$ cat src/rtl/move_entry_if.sv
// Move-entry handshake bundle: keystroke input, board state, and the move/pending outputs.
// The master side drives keys, board state and move_ack. The slave side is the sequencer.
interface move_entry_if;
    logic       key_valid;
    logic [7:0] key_ascii;
    logic [8:0] occupied;
    logic       game_over;
    logic       move_ack;
    logic       move_valid;
    logic [3:0] move_pos;
    logic [1:0] move_tile;
    logic [3:0] pend_pos;
    logic [1:0] pend_tile;
    logic       err;
    logic       locked;

    modport master (
        output key_valid, key_ascii, occupied, game_over, move_ack,
        input  move_valid, move_pos, move_tile, pend_pos, pend_tile, err, locked
    );

    modport slave (
        input  key_valid, key_ascii, occupied, game_over, move_ack,
        output move_valid, move_pos, move_tile, pend_pos, pend_tile, err, locked
    );
endinterface

$ cat src/rtl/move_entry.sv
// Keyboard move-entry sequencer: builds cell+tile from keys and offers it to game control.
// Latency 1 cycle per key; a finished move is held on move_valid until move_ack, and keys are dropped meanwhile.
module move_entry #(
    parameter int TIMEOUT_CYCLES = 250_000_000
) (
    input  logic         CLOCK_50,
    input  logic         resetn,
    move_entry_if.slave  bus
);

    localparam logic [27:0] TO_LOAD = 28'(TIMEOUT_CYCLES - 1);

    typedef enum logic [2:0] {
        IDLE,
        HAVE_POS,
        HAVE_TILE,
        ISSUE,
        LOCKED
    } state_t;

    state_t      state, state_nx;
    logic [3:0]  pend_pos_q, pend_pos_nx;
    logic [1:0]  pend_tile_q, pend_tile_nx;
    logic [3:0]  move_pos_q, move_pos_nx;
    logic [1:0]  move_tile_q, move_tile_nx;
    logic        err_q, err_nx;
    logic [27:0] cnt_q, cnt_nx;

    logic       is_digit, is_red, is_blue, is_tile, is_enter, is_bksp, is_esc;
    logic       known_key;
    logic [3:0] digit;
    logic [1:0] tile_code;
    logic [3:0] digit_idx, pend_idx;
    logic       digit_occ, pend_occ;
    logic       timed, key_ok, expire;

    // ASCII '1'..'9' carry the cell number in their low nibble.
    assign is_digit  = (bus.key_ascii >= 8'h31) && (bus.key_ascii <= 8'h39);
    assign digit     = bus.key_ascii[3:0];
    assign is_red    = (bus.key_ascii == 8'h72) || (bus.key_ascii == 8'h52);
    assign is_blue   = (bus.key_ascii == 8'h62) || (bus.key_ascii == 8'h42);
    assign is_tile   = is_red || is_blue;
    assign tile_code = is_red ? 2'b10 : 2'b01;
    assign is_enter  = (bus.key_ascii == 8'h0D);
    assign is_bksp   = (bus.key_ascii == 8'h08);
    assign is_esc    = (bus.key_ascii == 8'h1B);
    assign known_key = is_digit || is_tile || is_enter || is_bksp || is_esc;

    assign digit_idx = digit - 4'd1;
    assign pend_idx  = pend_pos_q - 4'd1;
    assign digit_occ = bus.occupied[digit_idx];
    assign pend_occ  = bus.occupied[pend_idx];

    assign timed = (state == HAVE_POS) || (state == HAVE_TILE);

    always_comb begin
        state_nx     = state;
        pend_pos_nx  = pend_pos_q;
        pend_tile_nx = pend_tile_q;
        move_pos_nx  = move_pos_q;
        move_tile_nx = move_tile_q;
        err_nx       = 1'b0;
        key_ok       = 1'b0;
        expire       = 1'b0;
        cnt_nx       = TO_LOAD;

        case (state)
            IDLE: begin
                if (bus.key_valid) begin
                    if (is_digit) begin
                        if (digit_occ) begin
                            err_nx = 1'b1;
                        end else begin
                            pend_pos_nx = digit;
                            state_nx    = HAVE_POS;
                        end
                    end else if (is_tile || is_enter || is_bksp) begin
                        err_nx = 1'b1;
                    end
                end
            end
            HAVE_POS: begin
                if (bus.key_valid) begin
                    if (is_tile) begin
                        pend_tile_nx = tile_code;
                        state_nx     = HAVE_TILE;
                    end else if (is_digit) begin
                        if (digit_occ) err_nx = 1'b1;
                        else           pend_pos_nx = digit;
                    end else if (is_enter) begin
                        err_nx = 1'b1;
                    end else if (is_bksp || is_esc) begin
                        pend_pos_nx = 4'd0;
                        state_nx    = IDLE;
                    end
                end
            end
            HAVE_TILE: begin
                if (bus.key_valid) begin
                    if (is_enter) begin
                        // Board may have changed since the digit was typed; recheck at commit.
                        if (!pend_occ) begin
                            move_pos_nx  = pend_pos_q;
                            move_tile_nx = pend_tile_q;
                            state_nx     = ISSUE;
                        end else begin
                            err_nx       = 1'b1;
                            pend_pos_nx  = 4'd0;
                            pend_tile_nx = 2'd0;
                            state_nx     = IDLE;
                        end
                    end else if (is_tile) begin
                        pend_tile_nx = tile_code;
                    end else if (is_bksp) begin
                        pend_tile_nx = 2'd0;
                        state_nx     = HAVE_POS;
                    end else if (is_esc) begin
                        pend_pos_nx  = 4'd0;
                        pend_tile_nx = 2'd0;
                        state_nx     = IDLE;
                    end else if (is_digit) begin
                        err_nx = 1'b1;
                    end
                end
            end
            ISSUE: begin
                if (bus.move_ack) begin
                    pend_pos_nx  = 4'd0;
                    pend_tile_nx = 2'd0;
                    move_pos_nx  = 4'd0;
                    move_tile_nx = 2'd0;
                    state_nx     = IDLE;
                end
            end
            LOCKED: begin
                state_nx = LOCKED;
            end
            default: begin
                state_nx = IDLE;
            end
        endcase

        // A processed key wins over a coincident expiry and restarts the idle window.
        key_ok = timed && bus.key_valid && known_key && !err_nx;
        if (timed) begin
            if (key_ok) begin
                cnt_nx = TO_LOAD;
            end else if (cnt_q != 28'd0) begin
                cnt_nx = cnt_q - 28'd1;
            end else begin
                expire = 1'b1;
            end
        end

        if (expire) begin
            pend_pos_nx  = 4'd0;
            pend_tile_nx = 2'd0;
            state_nx     = IDLE;
            cnt_nx       = TO_LOAD;
        end

        if (bus.game_over) begin
            state_nx     = LOCKED;
            pend_pos_nx  = 4'd0;
            pend_tile_nx = 2'd0;
            move_pos_nx  = 4'd0;
            move_tile_nx = 2'd0;
            err_nx       = 1'b0;
            cnt_nx       = TO_LOAD;
        end
    end

    always_ff @(posedge CLOCK_50) begin
        if (!resetn) begin
            state       <= IDLE;
            pend_pos_q  <= 4'd0;
            pend_tile_q <= 2'd0;
            move_pos_q  <= 4'd0;
            move_tile_q <= 2'd0;
            err_q       <= 1'b0;
            cnt_q       <= TO_LOAD;
        end else begin
            state       <= state_nx;
            pend_pos_q  <= pend_pos_nx;
            pend_tile_q <= pend_tile_nx;
            move_pos_q  <= move_pos_nx;
            move_tile_q <= move_tile_nx;
            err_q       <= err_nx;
            cnt_q       <= cnt_nx;
        end
    end

    assign bus.move_valid = (state == ISSUE);
    assign bus.locked     = (state == LOCKED);
    assign bus.move_pos   = move_pos_q;
    assign bus.move_tile  = move_tile_q;
    assign bus.pend_pos   = pend_pos_q;
    assign bus.pend_tile  = pend_tile_q;
    assign bus.err        = err_q;

endmodule

$ cat src/flat_wrapper.sv
// flat-port wrapper written by rule: the top's interface ports become plain ports
module move_entry_flat 
#(
    parameter int TIMEOUT_CYCLES = 250_000_000
)
  (CLOCK_50, resetn, bus_key_valid, bus_key_ascii, bus_occupied, bus_game_over, bus_move_ack, bus_move_valid, bus_move_pos, bus_move_tile, bus_pend_pos, bus_pend_tile, bus_err, bus_locked);
  move_entry_if bus_i ();
  input  logic CLOCK_50;
  input  logic resetn;
  input wire logic [$bits(bus_i.key_valid)-1:0] bus_key_valid;
  input wire logic [$bits(bus_i.key_ascii)-1:0] bus_key_ascii;
  input wire logic [$bits(bus_i.occupied)-1:0] bus_occupied;
  input wire logic [$bits(bus_i.game_over)-1:0] bus_game_over;
  input wire logic [$bits(bus_i.move_ack)-1:0] bus_move_ack;
  output wire logic [$bits(bus_i.move_valid)-1:0] bus_move_valid;
  output wire logic [$bits(bus_i.move_pos)-1:0] bus_move_pos;
  output wire logic [$bits(bus_i.move_tile)-1:0] bus_move_tile;
  output wire logic [$bits(bus_i.pend_pos)-1:0] bus_pend_pos;
  output wire logic [$bits(bus_i.pend_tile)-1:0] bus_pend_tile;
  output wire logic [$bits(bus_i.err)-1:0] bus_err;
  output wire logic [$bits(bus_i.locked)-1:0] bus_locked;
  assign bus_i.key_valid = bus_key_valid;
  assign bus_i.key_ascii = bus_key_ascii;
  assign bus_i.occupied = bus_occupied;
  assign bus_i.game_over = bus_game_over;
  assign bus_i.move_ack = bus_move_ack;
  assign bus_move_valid = bus_i.move_valid;
  assign bus_move_pos = bus_i.move_pos;
  assign bus_move_tile = bus_i.move_tile;
  assign bus_pend_pos = bus_i.pend_pos;
  assign bus_pend_tile = bus_i.pend_tile;
  assign bus_err = bus_i.err;
  assign bus_locked = bus_i.locked;
  move_entry #(.TIMEOUT_CYCLES(TIMEOUT_CYCLES)) u_core (.CLOCK_50(CLOCK_50), .resetn(resetn), .bus(bus_i));
endmodule
$ cat config.mk
export PLATFORM = sky130hd
export DESIGN_NAME = move_entry_flat
export DESIGN_NICKNAME = d
export VERILOG_FILES = /design/src/rtl/move_entry_if.sv /design/src/rtl/move_entry.sv /design/src/flat_wrapper.sv
export SDC_FILE = /design/constraint.sdc
export NUM_CORES = 1
export LEC_CHECK = 0
export CORE_MARGIN = 2
export CORE_UTILIZATION = 50
export CTS_BUF_LIST = sky130_fd_sc_hd__clkbuf_4
export CTS_CLUSTER_DIAMETER = 40
export DETAILED_ROUTE_END_ITERATION = 16
export GPL_ROUTABILITY_DRIVEN = 1
export HOLD_SLACK_MARGIN = 0.02
export MAX_ROUTING_LAYER = met4
export PLACE_DENSITY_LB_ADDON = 0.12
export SLEW_MARGIN = 20
export SYNTH_ARGS = -nofsm -noshare
export SYNTH_HDL_FRONTEND = slang
export SYNTH_SLANG_ARGS = --single-unit
$ cat constraint.sdc
create_clock -name CLOCK_50 -period 5.7 [get_ports CLOCK_50]
set_input_delay 1.71 -clock CLOCK_50 [delete_from_list [all_inputs] [get_ports CLOCK_50]]
set_output_delay 1.71 -clock CLOCK_50 [all_outputs]
set_load 0.005 [all_outputs]
# Yosys cells after proc, flatten, opt, wreduce, memory -nomap -nowiden

Cells that the tools add are included.

Latch bits: 0
Memories kept: 0
Bits of input ports: 22
Memory bits (writable): 0
Logic and storage cells: 166
ROM bits: 0
Flip-flop bits (word level): 44

Add/sub/neg operators: 3
Multiplexer cells: 76
Divide/modulo/power cells: 0
Shift operators: 0
Multipliers: 0
Equal/unequal tests: 43
Bitwise logic cells: 3
Order comparisons: 4
Reductions and logical operators: 29

Operator list:

| cell                                                 | count |
|---|---|
| two-way mux 4 bit                                    | 18 |
| two-way mux 3 bit                                    | 16 |
| == test 8 x 7 -> 1 bit (second input constant)       | 4 |
| two-way mux 2 bit                                    | 14 |
| nonzero test 28 bit                                  | 1 |
| subtractor 28 x 1 -> 28 bit (second input constant)  | 1 |
| AND reduction 11 bit                                 | 2 |
| two-way mux 1 bit                                    | 20 |
| == test 8 x 4 -> 1 bit (second input constant)       | 2 |
| != test 4 x 3 -> 1 bit (second input constant)       | 4 |
| case mux 4 bit (4 select lines)                      | 1 |
| != test 3 x 2 -> 1 bit (second input constant)       | 5 |
| case mux 3 bit (5 select lines)                      | 1 |
| != test 2 bit (second input constant)                | 7 |
| AND reduction 13 bit                                 | 1 |
| logical OR 1 bit                                     | 11 |
| < comparator 4 x 5 -> 1 bit (second input constant)  | 2 |
| != test 5 bit (second input constant)                | 2 |
| != test 3 bit (second input constant)                | 3 |
| binary-select mux 1 bit (select 4 bit)               | 2 |
| == test 8 x 5 -> 1 bit (second input constant)       | 1 |
| >= comparator 8 x 6 -> 1 bit (second input constant) | 1 |
| <= comparator 8 x 6 -> 1 bit (second input constant) | 1 |
| case mux 4 bit (2 select lines)                      | 1 |
| 28 further kinds                                     | 37 |

# Longest topological paths before layout

Gate-level depths: netlist of the first run.

Depth in word-level cells: 15
Depth in mapped cells: 11
Mapped depth without buffers: 9

# Worst setup path after synthesis of the first run

Ideal clock, no wire load.

Path kind: input to register
Start: in bus_key_ascii[0]
End: reg u_core.cnt_q[9]
Data required time: 5.573 ns
Data arrival time: 4.096 ns
Stages on the path: 10
Slack: 1.477 ns
Library setup time: 0.127 ns
Path buffers: 1
Path through: inv_1 ha_1 clkbuf_1 mux2i_1 a2111oi_0 o221ai_1 and2_1 o31a_1 nor4_4 or3b_1

Word-level cells in the longest chain between the ends: 14
Elaborated cells between the ends (all ways): 43

Ends and longest elaborated chain:

| what                                                                               | line               | RTL |
|---|---|---|
| start: declaration                                                                 | flat_wrapper.sv:11 | `input wire logic [$bits(bus_i.key_ascii)-1:0] bus_key_ascii;` |
| parallel branches: the longest is 10 deep, another holds subtractor 4 x 1 -> 4 bit | --                 |  |
| logical AND 1 bit *                                                                | move_entry.sv:144  | `key_ok = timed && bus.key_valid && known_key && !err_nx;` |
| two-way mux 1 bit                                                                  | move_entry.sv:146  | `if (key_ok) begin` |
| two-way mux 1 bit                                                                  | move_entry.sv:145  | `if (timed) begin` |
| OR reduction 6 bit (no source line) *                                              | --                 |  |
| end signal: assignment                                                             | move_entry.sv:189  | `cnt_q <= cnt_nx;` |
| end: declaration                                                                   | move_entry.sv:27   | `logic [27:0] cnt_q, cnt_nx;` |

Mark *: on every way between the ends. The select of a mux whose other input is x is not followed.
A chain may end at the register's enable or synchronous reset.

# Worst setup path after layout of the first run

Ends and elaborated chain as after synthesis.

==> flow_metrics.env, run 1 <==
export IMPL_switching_share_pct=25.71
export IMPL_die_area_um2=5771
export IMPL_wl_per_cell_um=13.87
export IMPL_area_growth_pct=19.47
export IMPL_crit_chain="clkdlybuf4s50_1 -> inv_1 -> ha_1 -> mux2i_1 -> a2111oi_0 -> o221ai_1 -> and2_1 -> o31a_1 -> nor4_4 -> or3b_1"
export IMPL_seqPwrFrac_pct=53.0
export IMPL_grt_usage_pct=22.33
export IMPL_worst_slew_pin_slew_ns=0.6614
export IMPL_via_per_inst=5.588
export IMPL_hold_viol=0
export IMPL_cts_sinks=44
export IMPL_die_w_um=75.97
export IMPL_ys_types=55
export IMPL_ys_seq_area_share_pct=34.01
export IMPL_worstHoldPathType="reg -> reg"
export IMPL_grt_max_degree=21
export IMPL_cts_setup_buffers=0
export IMPL_vias=2358
export IMPL_worst_path_max_delay_cell="clkdlybuf4s50_1"
export IMPL_tns_ns=0
export IMPL_maxSlewViolCount=0
export IMPL_h_tree_depth=2
export IMPL_initial_utilization_pct=51.36
export IMPL_crit_fanout=9
export IMPL_layout_cells_non_filler=422
export IMPL_rows=26
export IMPL_fin_skew_ns=0.01881
export IMPL_syn_area_per_cell_um2=8.170
export IMPL_grt_pass1_wl_um=10270
export IMPL_nNetsFinal=379
export IMPL_portBuffers=36
export IMPL_p_comb_share_pct=12.8
export IMPL_ys_flop_type="dfxtp_1"
export IMPL_min_period_over_period_pct=80.24
export IMPL_arrival_ns=4.85
export IMPL_powerDensity_nw_per_um2=191.5
export IMPL_core_area_um2=5042
export IMPL_synthCells=317
export IMPL_cpPeakStageDelay_ns=0.64
export IMPL_syn_num_nets=345
export IMPL_yosysTopAreaCellShare_pct=34.01
export IMPL_initialDrtViolationCount=172
export IMPL_layout_drive_gt1_share_pct=5.682
export IMPL_timing_slew_headroom_pct=55.64
export IMPL_pwr_share_clk_pct=34.2
export IMPL_synth_commonest_cells="nand2_1, dfxtp_1, nor2_1, nor3_1, a21oi_1"
export IMPL_synth_edff_count=0
export IMPL_critPathLaunchType="primary input"
export IMPL_grt_overflow_total=0
export IMPL_drc_errors=0
export IMPL_die_y_um=75.97
export IMPL_finalWirelength_um=5854
export IMPL_netlist_top_cell_by_area="dfxtp_1"
export IMPL_rsz0062_at_grt="no"
export IMPL_total_leakage_power_nw=1.092
export IMPL_clockBufferDepth=2
export IMPL_insertion_delay_ns=0.37
export IMPL_hpwl_um=4374
export IMPL_synth_area_leaders="dfxtp_1, nand2_1, xor2_1"
export IMPL_antennaDiodeCount=0
export IMPL_clk_pin_slew_worst_paths_ns=0.15
export IMPL_netSwitchingPower_uw=152.3
export IMPL_globalplace_congestion=0.9546
export IMPL_post_cts_resize_count=0
export IMPL_dp_cells=414
export IMPL_synth_warnings=0
export IMPL_peakVddDrop_mv=0.1280
export IMPL_synth_ff_latch_count=44
export IMPL_synthesis_area_um2=2590
export IMPL_grt_pass1_vias=2208
export IMPL_detail_route_first_pass_iterations=4
export IMPL_drv_cap=0
export IMPL_ant_nets=0
export IMPL_max_clock_freq_mhz=218.6
export IMPL_yosysMostFrequentCell="nand2_1"
export IMPL_ioPinCount=37
export IMPL_antenna_found_initial=0
export IMPL_critical_path_class="in -> reg"
export IMPL_dp_slack_ns=0.7085
export IMPL_worstSetupEndpointType="register"
export IMPL_cp_required_ns=5.97
export IMPL_synthArstFlopShare_pct=0
export IMPL_fin_crit_ns=4.574
export IMPL_cts_tree="yes"
export IMPL_numCtsBuffers=5
export IMPL_ctsRootBufferMaster="clkbuf_4"
export IMPL_p_int_uw=440.1
export IMPL_setup_slack_ns=1.126
export IMPL_outcome="finished, final reports clean"
export IMPL_cts_hold_buf=0
export IMPL_setup_viol=0
[worst max-delay path, delay by kind of cell]
kind | cells | cell delay (ns)
compound gates | 3 | 0.96
fa+ha+maj | 1 | 0.41
buf+inv | 2 | 0.77
mux | 1 | 0.15
simple gates | 3 | 0.85
[power by group through the flow]
stage	Sequential [mW]	Clock [mW]	Combinational [mW]
after global placement	0.321	0	0.0749
after detailed placement	0.320	0	0.0750
after floorplan	0.317	0	0.0480
after global routing	0.315	0.223	0.0836
final	0.314	0.203	0.0759
after CTS	0.314	0.209	0.0753
[cells in the final DEF (no fill, tap or decap), types with 2 or more instances in the layout]
cell type / netlist / final
a2111oi_0: 3 / 3
a211o_1: 4 / 4
a211oi_1: 3 / 3
a21bo_2: 2 / 2
a21o_1: 2 / 2
a21oi_1: 16 / 16
a31oi_1: 3 / 3
and2_1: 12 / 12
and3_1: 3 / 3
buf_4: 0 / 3
clkbuf_4: 0 / 5
clkdlybuf4s50_1: 0 / 36
dfxtp_1: 44 / 44
ha_1: 6 / 6
inv_1: 9 / 9
mux2_2: 2 / 2
mux2i_1: 6 / 6
nand2_1: 49 / 49
nand2b_1: 9 / 9
nand3_1: 8 / 8
nand4_1: 6 / 6
nand4b_1: 5 / 5
nor2_1: 18 / 18
nor2b_1: 5 / 5
nor3_1: 18 / 18
nor3b_1: 3 / 3
nor4_1: 2 / 2
o211a_1: 2 / 2
o21a_1: 4 / 4
o21ai_0: 3 / 3
or2_2: 2 / 2
or3_1: 7 / 7
or4_1: 2 / 2
xnor2_1: 11 / 11
xor2_1: 15 / 15
[cell families (layout without fill, tap and decap cells)]
logic type	count (synthesis)	after routing	synth area share, %
simple gates	155	155	31.55
compound gates	56	56	15.46
buf+inv	21	56	3.237
fa+ha+maj	6	6	2.898
mux	9	9	4.058
xor+xnor	26	26	8.792
flops	44	44	34.01
[state kept, by name (all words and copies together), names as in the netlist]
name / cells
u_core.bus.move_tile: 2
u_core.bus.pend_pos: 4
u_core.bus.err: 1
u_core.cnt_q: 28
u_core.bus.pend_tile: 2
u_core.state: 3
u_core.bus.move_pos: 4
[final cells by class]
| type | count | area (µm²) |
|---|---|---|
| multi-input combinational | 252 | 1625 |
| timing repair buffer | 39 | 382.9 |
| fill | 482 | 1948 |
| inverter | 9 | 33.78 |
| sequential | 44 | 880.8 |
| clock inverter | 3 | 46.29 |
| clock buffer | 5 | 37.54 |
| tap | 70 | 87.58 |
[final timing paths]
| kind | from | endpoint | slack [ns] | cells after the start |
|---|---|---|---|---|
| max | bus_key_ascii[0] | u_core.cnt_q[9] | 1.13 | 10 |
| min | u_core.cnt_q[0] | u_core.cnt_q[0] | 0.43 | 1 |
| max reg2reg | u_core.bus.pend_pos[0] | u_core.bus.move_pos[0] | 2.36 | 8 |
| min reg2reg | u_core.cnt_q[0] | u_core.cnt_q[0] | 0.43 | 1 |
[per-stage QoR]
step	power, mW	cell area, µm²	utilization [%]	hold WS (ns)
after floorplan	0.3651	2590	-	0.3841
after global placement	0.3954	3010	59.70	0.3969
after detailed placement	0.3954	3010	59.70	0.4012
after CTS	0.5982	3094	61.36	0.4306
after global routing	0.6212	3094	61.36	0.4434
final	0.5924	3094	61.36	0.4263
[metal layers]
layer | part of all wire, % | vias to the layer above | global-route usage, %
li1 | - | 1190 | -
met1 | 50 | 1094 | 30.83
met2 | 43 | 69 | 33.39
met3 | 5.4 | 5 | 4.858
met4 | 0.94 | 0 | 6.000
met5 | 0 | - | -
(Power assumes the default switching activity.)
==> inputs of run 2 (changes only) <==
- clock period: 5.7 -> 3.75 ns (I/O delays scaled with it)
==> run 2 against run 1 <==
Non-clock buffer count rose by 28. Flip-flop and latch count did not move. Core utilization rose by 4.5 points. Final cell count rose by 6.4%. Hold slack barely moved. Clock power rose by 76%. Die area did not move. Global-route usage fell by 0.14 points. Critical path type unchanged. Largest power group unchanged. Highest routed layer unchanged.
==> flow_metrics.env, run 2 (same netlist as run 1, synthesis figures left out) <==
export IMPL_r2r_cells=9
export IMPL_whs_path_depth=1
export IMPL_fin_area_um2=3322
export IMPL_r2r_setup_slack_ns=0.71
export IMPL_clockBufferDepth=2
export IMPL_cts_setup_buffers=0
export IMPL_hp_start="u_core.cnt_q[0]"
export IMPL_core_area_um2=5042
export IMPL_max_clock_freq_mhz=281.8
export IMPL_crit_family="compound AO/OA/AOI/OAI gates"
export IMPL_insertion_delay_ns=0.36
export IMPL_setup_viol=0
export IMPL_grt_usage_pct=22.19
export IMPL_dp_slack_ns=-0.3452
export IMPL_area_growth_pct=28.26
export IMPL_portBuffers=36
export IMPL_total_leakage_power_nw=1.235
export IMPL_crit_chain="clkdlybuf4s50_1 -> inv_1 -> ha_1 -> mux2i_1 -> a2111oi_0 -> o221ai_1 -> and2_1 -> o31a_1 -> nor4_4 -> or3b_1"
export IMPL_grt_overflow_total=0
export IMPL_numCtsBuffers=5
export IMPL_cts_tree="yes"
export IMPL_grt_pass1_vias=2242
export IMPL_critPathLaunchType="primary input"
export IMPL_nNetsFinal=407
export IMPL_whs_ns=0.4260
export IMPL_cts_hold_buf=0
export IMPL_ant_nets=0
export IMPL_timing_slew_headroom_pct=59.15
export IMPL_placed_area_um2=3213
export IMPL_cp_required_ns=4.02
export IMPL_cts_sinks=44
export IMPL_peakVddDrop_mv=0.1551
export IMPL_fin_skew_ns=0.01565
export IMPL_regMostFlops="u_core.cnt_q"
export IMPL_die_w_um=75.97
export IMPL_critical_path_class="in -> reg"
export IMPL_grt_max_degree=28
export IMPL_fin_crit_ns=3.548
export IMPL_post_cts_resize_count=0
export IMPL_initialDrtViolationCount=202
export IMPL_layout_drive_gt1_share_pct=12.40
export IMPL_wl_per_cell_um=13.50
export IMPL_antennaDiodeCount=0
export IMPL_crit_fanout=3
export IMPL_via_per_inst=5.452
export IMPL_maxSlewViolCount=0
export IMPL_ioPinCount=37
export IMPL_multi_input_area_um2=1625
export IMPL_finalWirelength_um=6060
export IMPL_dp_cells=441
export IMPL_final_common_cell="nand2_1"
export IMPL_antenna_found_initial=0
export IMPL_drv_cap=0
export IMPL_rsz0062_at_grt="no"
export IMPL_worstHoldPathType="reg -> reg"
export IMPL_setup_slack_ns=0.2020
export IMPL_power_total_uw=970.2
export IMPL_vias=2448
export IMPL_worst_path_max_delay_cell="clkdlybuf4s50_1"
export IMPL_outcome="finished, final reports clean"
export IMPL_initial_utilization_pct=51.36
export IMPL_die_area_um2=5771
export IMPL_whs_endpoint="u_core.cnt_q[0]"
export IMPL_rows=26
export IMPL_drc_errors=0
export IMPL_worstReg2RegEnd="u_core.cnt_q[9]"
export IMPL_arrival_ns=3.81
export IMPL_die_y_um=75.97
export IMPL_n_fill_cell=450
export IMPL_min_period_over_period_pct=94.61
export IMPL_hpwl_um=4566
export IMPL_layout_cells_non_filler=449
export IMPL_h_tree_depth=2
export IMPL_powerDensity_nw_per_um2=292.1
export IMPL_r2r_start="u_core.bus.pend_pos[0]"
export IMPL_final_util_pct=65.88
export IMPL_largest_register_ff_count=28
export IMPL_final_cell_mix="nand2_1, dfxtp_1, clkdlybuf4s50_1"
export IMPL_worst_slew_pin_slew_ns=0.6071
export IMPL_tns_ns=0
export IMPL_grt_pass1_wl_um=10390
export IMPL_cpPeakStageDelay_ns=0.47
export IMPL_seqCellArea_um2=880.8
export IMPL_ctsRootBufferMaster="clkbuf_4"
export IMPL_hold_viol=0
export IMPL_globalplace_congestion=0.9202
export IMPL_worstSetupEndpointType="register"
export IMPL_clk_pin_slew_worst_paths_ns=0.14
export IMPL_crit_buf_inv=2
export IMPL_detail_route_first_pass_iterations=4
==> run 2: cell count changes in the layout (fill, tap and decap cells not counted), sizes merged <==
| cell | previous run | this run |
|---|---|---|
| bufinv | 1 | 2 |
| inv | 10 | 9 |
| buf | 3 | 31 |
| clkinvlp | 1 | 0 |
==> run 2: how the worst max path moves through the flow <==
stage                           from                to  slack [ns]  cells past startpoint
finish              bus_key_ascii[0]   u_core.cnt_q[9]        0.20                     10
global route        bus_key_ascii[0]   u_core.cnt_q[9]        0.04                     10
CTS                 bus_key_ascii[0]  u_core.cnt_q[19]        0.05                     11
detailed placement  bus_key_ascii[0]   u_core.cnt_q[5]       -0.35                     11
global placement    bus_key_ascii[0]   u_core.cnt_q[5]       -0.33                     11
floorplan           bus_key_ascii[0]   u_core.cnt_q[9]        0.11                     10
==> run 2: cell type report <==
cell class | count | share of cell area, %
clock buffers | 5 | 1.130
clock inverters | 2 | 1.808
inverters | 9 | 1.017
multi-input cells | 252 | 48.93
flip-flops and latches | 44 | 26.52
well taps | 70 | 2.637
repair buffers | 67 | 17.97
==> run 2: layer usage <==
metal	track usage, %	up-vias	routed length (µm)
met5	-	-	0
met4	6.000	0	63
met3	4.028	6	296
met2	33.93	65	2647
met1	30.47	1125	3053
li1	-	1252	-
==> run 2: power breakdown <==
group	switching [mW]	internal, mW	total [mW]	leakage, nW
registers	0.00703	0.470	0.477	0.356
logic	0.0633	0.0726	0.136	0.828
clock network	0.153	0.204	0.357	0.0513
total	0.223	0.747	0.970	1.24
